==> src/rtl/uart_rx.sv <==
// -----------------------------------------------------------------------------
// uart_rx
//
// Serial UART receiver for an 8N1-style link driven by a 16x-oversampled baud
// tick. The asynchronous serial line is brought into the clock domain through
// a two-flop synchronizer. A four-state FSM then locates the start bit and
// samples each data bit at its centre. It evaluates the stop bit and
// delivers the assembled word with a one-cycle done strobe.
//
// Parameters:
//   DATA_BITS  - data bits per frame, received LSB first (default 8)
//   STOP_TICKS - ticks spent in the stop bit (16 = 1, 24 = 1.5, 32 = 2 bits)
//
// Ports:
//   i_clk        in   system clock
//   i_reset      in   asynchronous, active-high reset
//   i_tick       in   one-cycle strobe at 16x the baud rate
//   i_rx         in   serial line, asynchronous to i_clk, idles high
//   o_data       out  last received word, held until the next frame completes
//   o_rx_done    out  one-cycle pulse when a frame completes
//   o_frame_err  out  stop bit was sampled low on the last completed frame
// -----------------------------------------------------------------------------
module uart_rx #(
  parameter int DATA_BITS  = 8,
  parameter int STOP_TICKS = 16
) (
  input  logic                 i_clk,
  input  logic                 i_reset,
  input  logic                 i_tick,
  input  logic                 i_rx,
  output logic [DATA_BITS-1:0] o_data,
  output logic                 o_rx_done,
  output logic                 o_frame_err
);

  // The bit counter needs at least one bit, even for a 1-bit data word.
  localparam int NW = (DATA_BITS > 1) ? $clog2(DATA_BITS) : 1;

  localparam logic [4:0]    S_START_MID = 5'd7;
  localparam logic [4:0]    S_BIT_END   = 5'd15;
  localparam logic [4:0]    S_STOP_END  = 5'(STOP_TICKS - 1);
  localparam logic [NW-1:0] N_LAST      = NW'(DATA_BITS - 1);

  typedef enum logic [1:0] {
    IDLE,
    START,
    DATA,
    STOP
  } state_t;

  // ---------------------------------------------------------------------------
  // Input synchronizer. Both flops reset high so that a reset does not create
  // a phantom falling edge (the line idles high).
  // ---------------------------------------------------------------------------
  logic rx_meta_reg;
  logic rx_s;

  always_ff @(posedge i_clk or posedge i_reset) begin
    if (i_reset) begin
      rx_meta_reg <= 1'b1;
      rx_s        <= 1'b1;
    end else begin
      rx_meta_reg <= i_rx;
      rx_s        <= rx_meta_reg;
    end
  end

  // ---------------------------------------------------------------------------
  // Receiver state
  // ---------------------------------------------------------------------------
  state_t                 state_reg, state_next;
  logic [4:0]             s_reg, s_next;        // oversampling tick counter
  logic [NW-1:0]          n_reg, n_next;        // data bit counter
  logic [DATA_BITS-1:0]   b_reg, b_next;        // shift register
  logic [DATA_BITS-1:0]   data_reg, data_next;
  logic                   done_reg, done_next;
  logic                   ferr_reg, ferr_next;

  // New bit enters at the MSB and the word moves towards the LSB, so after
  // DATA_BITS shifts the first-received bit sits in bit 0. Built as a
  // concatenation so it also works for a 1-bit data word.
  logic [DATA_BITS:0]     shift_in;
  assign shift_in = {rx_s, b_reg};

  always_ff @(posedge i_clk or posedge i_reset) begin
    if (i_reset) begin
      state_reg <= IDLE;
      s_reg     <= '0;
      n_reg     <= '0;
      b_reg     <= '0;
      data_reg  <= '0;
      done_reg  <= 1'b0;
      ferr_reg  <= 1'b0;
    end else begin
      state_reg <= state_next;
      s_reg     <= s_next;
      n_reg     <= n_next;
      b_reg     <= b_next;
      data_reg  <= data_next;
      done_reg  <= done_next;
      ferr_reg  <= ferr_next;
    end
  end

  // ---------------------------------------------------------------------------
  // Next-state logic. Everything except the IDLE->START transition only moves
  // on a tick. The done strobe defaults low so it lasts exactly one cycle.
  // ---------------------------------------------------------------------------
  always_comb begin
    state_next = state_reg;
    s_next     = s_reg;
    n_next     = n_reg;
    b_next     = b_reg;
    data_next  = data_reg;
    done_next  = 1'b0;
    ferr_next  = ferr_reg;

    unique case (state_reg)
      IDLE: begin
        // Start detection does not wait for a tick. A tick arriving in the
        // same cycle is not counted, because s is cleared here.
        if (!rx_s) begin
          state_next = START;
          s_next     = '0;
        end
      end

      START: begin
        if (i_tick) begin
          if (s_reg == S_START_MID) begin
            // Mid start bit: a line that is high again was only a glitch.
            if (!rx_s) begin
              state_next = DATA;
              s_next     = '0;
              n_next     = '0;
            end else begin
              state_next = IDLE;
            end
          end else begin
            s_next = s_reg + 5'd1;
          end
        end
      end

      DATA: begin
        if (i_tick) begin
          if (s_reg == S_BIT_END) begin
            // 16 ticks after the previous sample point: a bit centre.
            s_next = '0;
            b_next = shift_in[DATA_BITS:1];
            if (n_reg == N_LAST) begin
              state_next = STOP;
            end else begin
              n_next = n_reg + NW'(1);
            end
          end else begin
            s_next = s_reg + 5'd1;
          end
        end
      end

      STOP: begin
        if (i_tick) begin
          if (s_reg == S_STOP_END) begin
            // A bad stop bit still delivers the word and only flags it.
            data_next  = b_reg;
            ferr_next  = ~rx_s;
            done_next  = 1'b1;
            state_next = IDLE;
          end else begin
            s_next = s_reg + 5'd1;
          end
        end
      end

      default: begin
        state_next = IDLE;
      end
    endcase
  end

  assign o_data      = data_reg;
  assign o_rx_done   = done_reg;
  assign o_frame_err = ferr_reg;

endmodule

==> config.mk <==
export PLATFORM = sky130hd
export DESIGN_NAME = uart_rx
export DESIGN_NICKNAME = d
export VERILOG_FILES = /design/src/rtl/uart_rx.sv
export SDC_FILE = /design/constraint.sdc
export NUM_CORES = 1
export LEC_CHECK = 0
export CORE_MARGIN = 2
export CORE_UTILIZATION = 42
export DETAILED_ROUTE_END_ITERATION = 16
export GPL_TIMING_DRIVEN = 0
export PLACE_DENSITY = 0.72
export SYNTH_ARGS = -nofsm -noshare
export SYNTH_HDL_FRONTEND = slang
export SYNTH_SLANG_ARGS = --single-unit
==> constraint.sdc <==
create_clock -name i_clk -period 2 [get_ports i_clk]
set_input_delay 0.4 -clock i_clk [delete_from_list [all_inputs] [get_ports i_clk]]
set_output_delay 0.4 -clock i_clk [all_outputs]
set_load 0.02 [all_outputs]
==> results.sh, run 1 <==
export IMPL_ios=14
export IMPL_leakage_nw=0.744
export IMPL_ys_ff_latch=30
export IMPL_via_per_inst=5.25
export IMPL_htreeDepth=2
export IMPL_drive_gt1_frac=0.270
export IMPL_cts_root_buf="clkbuf_4"
export IMPL_die_area_um2=3710
export IMPL_syn_nets=113
export IMPL_hold_class="register to register"
export IMPL_period_needed_ns=1.82
export IMPL_finalInstanceArea_um2=1610
export IMPL_maxClockFrequency_ghz=0.550
export IMPL_synthDistinctLibCells=29
export IMPL_grtUsageTotal=0.154
export IMPL_antenna_cells=0
export IMPL_relSlewSlack=0.267
export IMPL_firstDrtPassIters=5
export IMPL_grt_pass1_vias=899
export IMPL_core_area_um2=3080
export IMPL_timing_worst_slew_pin_value_ns=1.10
export IMPL_drc_errors=0
export IMPL_syn_inst=105
export IMPL_cp_arrival_ns=2.02
export IMPL_ant_nets=0
export IMPL_setup_slack_ns=0.181
export IMPL_drt_wl_total_um=2320
export IMPL_dp_cells=162
export IMPL_min_from="rx_meta_reg"
export IMPL_cp_required_ns=2.20
export IMPL_rsz0062_at_grt="false"
export IMPL_clk_transition_reported_paths_ns=0.09
export IMPL_skew_ns=0.00989
export IMPL_setup_viol=0
export IMPL_status="complete, no violations"
export IMPL_worstPathMaxFanout=9
export IMPL_netlist_area_um2=1360
export IMPL_fin_cells=170
export IMPL_fillCellCount=247
export IMPL_maxCapViolCount=0
export IMPL_drt_initial_drc_count=22
export IMPL_clockBufferDepth=2
export IMPL_start_kind="register"
export IMPL_vias=893
export IMPL_cp_startpoint="s_reg[0]"
export IMPL_hold_viol=0
export IMPL_clkSinkCount=30
export IMPL_gp_congestion=0.759
export IMPL_dpl_instance_area_um2=1550
export IMPL_numCtsBuffers=5
export IMPL_clock_latency_ns=0.32
export IMPL_hpwl_um=1630
export IMPL_cts_tree="done"
export IMPL_grt_pass1_wl_um=4060
export IMPL_yosysSeqAreaShare=0.554
export IMPL_syn_area_per_cell_um2=13.0
export IMPL_die_w_um=60.9
export IMPL_rr_startpoint="s_reg[0]"
export IMPL_worstSetupPathType="register to register"
export IMPL_start_util=0.442
export IMPL_nets=134
export IMPL_placementRows=20
export IMPL_final_period_utilization=0.910
export IMPL_endpoint_kind="register"
export IMPL_overflow=0
export IMPL_port_buffers=13
export IMPL_finalMaxSlewViolations=0
export IMPL_p_total_mw=1.62
export IMPL_synth_warnings=0
export IMPL_die_h_um=60.9
export IMPL_wl_per_cell_um=13.6
export IMPL_power_density_nw_per_um2=1010
export IMPL_grt_max_degree=31
export IMPL_grt_antenna_before_repair=0
export IMPL_ir_worst_vdd_uv=405
export IMPL_fin_setup_tns_ns=0
export IMPL_pre_cts_ws_ns=-0.261
export IMPL_hold_buffers=0
export IMPL_area_delta_synth_final_pct=18.6
==> cell usage after synthesis (all sizes together) <==
cell      n  area share
o21bai    2       0.011
ha        4       0.037
dfrtp    28        0.52
a32oi     1      0.0064
a21oi     3       0.011
nand3b    1       0.015
nand3     3       0.011
nand4     1      0.0046
nor4b     1      0.0064
nor3      3       0.011
nand2     3      0.0083
inv       3      0.0083
nor2      8       0.022
dfstp     2       0.039
mux2     20        0.17
nand2b    1      0.0046
nor4      1       0.016
o21ai     3       0.011
a211oi    1      0.0055
a21o      2       0.011
nand4bb   1      0.0083
and2b     1      0.0055
xnor2     2       0.013
buf       3       0.013
a22o      4       0.026
o2bb2ai   2       0.013
clkbuf    1      0.0028
==> through the flow <==
stage | utilization | hold slack (ns)
after global placement | 0.502 | 0.346
after global routing | 0.524 | 0.364
after floorplan | - | 0.345
final | 0.524 | 0.349
after detailed placement | 0.502 | 0.348
after CTS | 0.520 | 0.357
==> worst max-delay path: stages (launching register included) <==
cell and delay [ns]:
dfrtp_1 0.39, ha_1 0.30, nand3b_4 0.18, nor4_4 0.27, buf_4 0.22, mux2_2 0.35
==> report_power, final <==
part	internal [mW]	leakage (nW)	switching [mW]
clock network	0.166	0.0314	0.191
logic	0.226	0.318	0.273
registers	0.691	0.394	0.0770
total	1.08	0.744	0.542
==> worst paths after layout <==
| kind | end | slack, ns | depth (start not counted) |
|---|---|---|---|
| max in group asynchronous | o_data[7] | 0.68 | 2 |
| hold / removal | rx_s | 0.35 | 0 |
| setup reg to reg | b_reg[7] | 0.18 | 5 |
| setup / recovery | b_reg[7] | 0.18 | 5 |
| hold reg to reg | rx_s | 0.35 | 0 |
| min in group asynchronous | o_data[0] | 0.65 | 2 |
==> logic make-up (layout without fill, tap and decap cells) <==
kind of cell / count (synthesis) / count (layout) / share of synthesized area
flops: 30 / 30 / 0.554
xor+xnor: 2 / 2 / 0.0129
mux: 20 / 20 / 0.166
buf+inv: 7 / 28 / 0.0239
compound gates: 18 / 18 / 0.0947
simple gates: 24 / 24 / 0.112
fa+ha+maj: 4 / 4 / 0.0368
==> per-layer routing <==
layer	global-route usage	up-vias	routed length, µm
li1	-	424	-
met1	0.195	449	1080
met2	0.237	18	1110
met3	0.0725	2	114
met4	0.0466	0	10
met5	0	-	0
==> repair_timing <==
| item | CTS | global route |
|---|---|---|
| buffers inserted | 0 | 1 |
| endpoints found under the setup margin | 0 | 18 |
| hold endpoints to repair | 0 | 0 |
| resized for setup | 0 | 1 |
==> layout by cell type (no fill, tap or decap), drive strengths merged, types with 4 or more instances in the layout <==
| master | n |
|---|---|
| dfrtp | 28 |
| mux2 | 20 |
| clkdlybuf4s50 | 13 |
| nor2 | 8 |
| clkbuf | 8 |
| a22o | 4 |
| ha | 4 |
| buf | 4 |
==> layout make-up <==
type                            count  area (µm²)  area share
Sequential cell                    30         753       0.467
Multi-Input combinational cell     68         579       0.359
Timing Repair Buffer               14         138      0.0853
Clock buffer                        7        55.1      0.0341
Tap cell                           44        55.1      0.0341
Buffer                              4        21.3      0.0132
Inverter                            3        11.3     0.00698
No activity file was read; power rests on OpenSTA's default activity.
==> run 2, diff against run 1 <==
CORE_MARGIN = 5   (was 2)
==> run 2 against run 1 <==
Compared with the run above:
- combinational power fell by 2%
- power rose by 0.35%
- hold slack improved by 0.015 ns
- critical path type unchanged
- sequential share of layout area down 0.22 points
- setup slack lost 0.057 ns
- die area is 21% higher
==> results.sh, run 2 (synthesized netlist as in run 1, its figures left out) <==
export IMPL_hpwl_um=1650
export IMPL_maxCapViolCount=0
export IMPL_crit_path_top_delay_cell="dfrtp_1"
export IMPL_final_period_utilization=0.938
export IMPL_finalInstanceArea_um2=1620
export IMPL_power_density_nw_per_um2=1010
export IMPL_min_from="rx_meta_reg"
export IMPL_path_buf_inv=1
export IMPL_area_delta_synth_final_pct=19.1
export IMPL_vias=907
export IMPL_critPathTopFamily="simple AND/OR/NAND/NOR gates"
export IMPL_worstPathCellList="ha_1, nand3b_4, nor3_1, buf_4, mux2_2"
export IMPL_layout_commonest_cell="dfrtp_1"
export IMPL_setup_viol=0
export IMPL_status="complete, no violations"
export IMPL_worstSetupPathType="register to register"
export IMPL_ir_worst_vdd_uv=584
export IMPL_maxClockFrequency_ghz=0.533
export IMPL_port_buffers=13
export IMPL_grt_pass1_wl_um=4270
export IMPL_clockBufferDepth=2
export IMPL_fillCellCount=263
export IMPL_drt_initial_drc_count=20
export IMPL_hold_viol=0
export IMPL_ios=14
export IMPL_cp_startpoint="s_reg[0]"
export IMPL_nets=135
export IMPL_grt_max_degree=31
export IMPL_ant_nets=0
export IMPL_multi_input_area_um2=574
export IMPL_seqCellArea_um2=753
export IMPL_htreeDepth=2
export IMPL_clkSinkCount=30
export IMPL_setup_slack_ns=0.124
export IMPL_fin_setup_tns_ns=0
export IMPL_drt_wl_total_um=2400
export IMPL_start_kind="register"
export IMPL_grt_antenna_before_repair=0
export IMPL_core_area_um2=3080
export IMPL_gp_congestion=0.797
export IMPL_die_area_um2=4480
export IMPL_die_w_um=66.9
export IMPL_finalMaxSlewViolations=0
export IMPL_firstDrtPassIters=4
export IMPL_clock_latency_ns=0.32
export IMPL_cts_root_buf="clkbuf_4"
export IMPL_pre_cts_ws_ns=-0.239
export IMPL_die_h_um=66.9
export IMPL_relSlewSlack=0.265
export IMPL_leakage_nw=0.754
export IMPL_grtUsageTotal=0.128
export IMPL_drc_errors=0
export IMPL_cp_required_ns=2.21
export IMPL_skew_ns=0.00700
export IMPL_overflow=0
export IMPL_wl_per_cell_um=14.0
export IMPL_worstPathMaxFanout=10
export IMPL_hold_class="register to register"
export IMPL_layout_common_cells="dfrtp_1, mux2_2, clkdlybuf4s50_1"
export IMPL_timing_worst_slew_pin_value_ns=1.10
export IMPL_cts_tree="done"
export IMPL_via_per_inst=5.27
export IMPL_period_needed_ns=1.88
export IMPL_numCtsBuffers=5
export IMPL_rsz0062_at_grt="false"
export IMPL_clk_transition_reported_paths_ns=0.09
export IMPL_grt_pass1_vias=952
export IMPL_endpoint_kind="register"
export IMPL_cts_resized=0
export IMPL_start_util=0.442
export IMPL_antenna_cells=0
export IMPL_cp_arrival_ns=2.08
export IMPL_fin_util=0.526
export IMPL_dpl_instance_area_um2=1550
export IMPL_drive_gt1_frac=0.273
export IMPL_slowest_delay_ns=0.38
export IMPL_placementRows=20
export IMPL_rr_startpoint="s_reg[0]"
export IMPL_rrSetupSlack_ns=0.12
==> run 2: final timing paths <==
check                      depth (start not counted)        end
min in group asynchronous                          2   n_reg[1]
max in group asynchronous                          2  o_data[4]
min                                                0       rx_s
min reg2reg                                        0       rx_s
max                                                5  o_data[2]
max reg2reg                                        5  o_data[2]
==> run 2: timing repair <==
item | in CTS | in global routing
hold buffers | 0 | 0
endpoints found under the setup margin | 0 | 9
buffers inserted | 0 | 2
==> run 2: cell type report <==
class | count | area share
flip-flops and latches | 30 | 0.465
well taps | 44 | 0.0340
repair buffers | 15 | 0.0896
multi-input cells | 68 | 0.354
clock buffers | 7 | 0.0340
clock inverters | 1 | 0.00309
plain buffers | 4 | 0.0131
inverters | 3 | 0.00695
==> run 2: through the flow <==
stage / std cells / hold WS [ns] / total power [mW]
global route: 172 / 0.382 / 1.76
CTS: 170 / 0.368 / 1.65
global placement: 162 / 0.345 / 1.24
floorplan: 105 / 0.345 / 1.16
detailed placement: 162 / 0.351 / 1.26
finish: 172 / 0.365 / 1.63
==> run 2: per-layer routing <==
layer	track usage	wire length (µm)	share of wire	vias to the layer above
li1	-	-	-	423
met1	0.153	1110	0.46	459
met2	0.200	1130	0.47	19
met3	0.0422	113	0.047	6
met4	0.0684	51	0.021	0
met5	0	0	0	-
==> run 2: report_power, final <==
part           total, mW  leakage, nW  switching (mW)  internal (mW)
combinational      0.487        0.324           0.262          0.225
sequential         0.768        0.394          0.0771          0.691
clock              0.375       0.0353           0.205          0.170
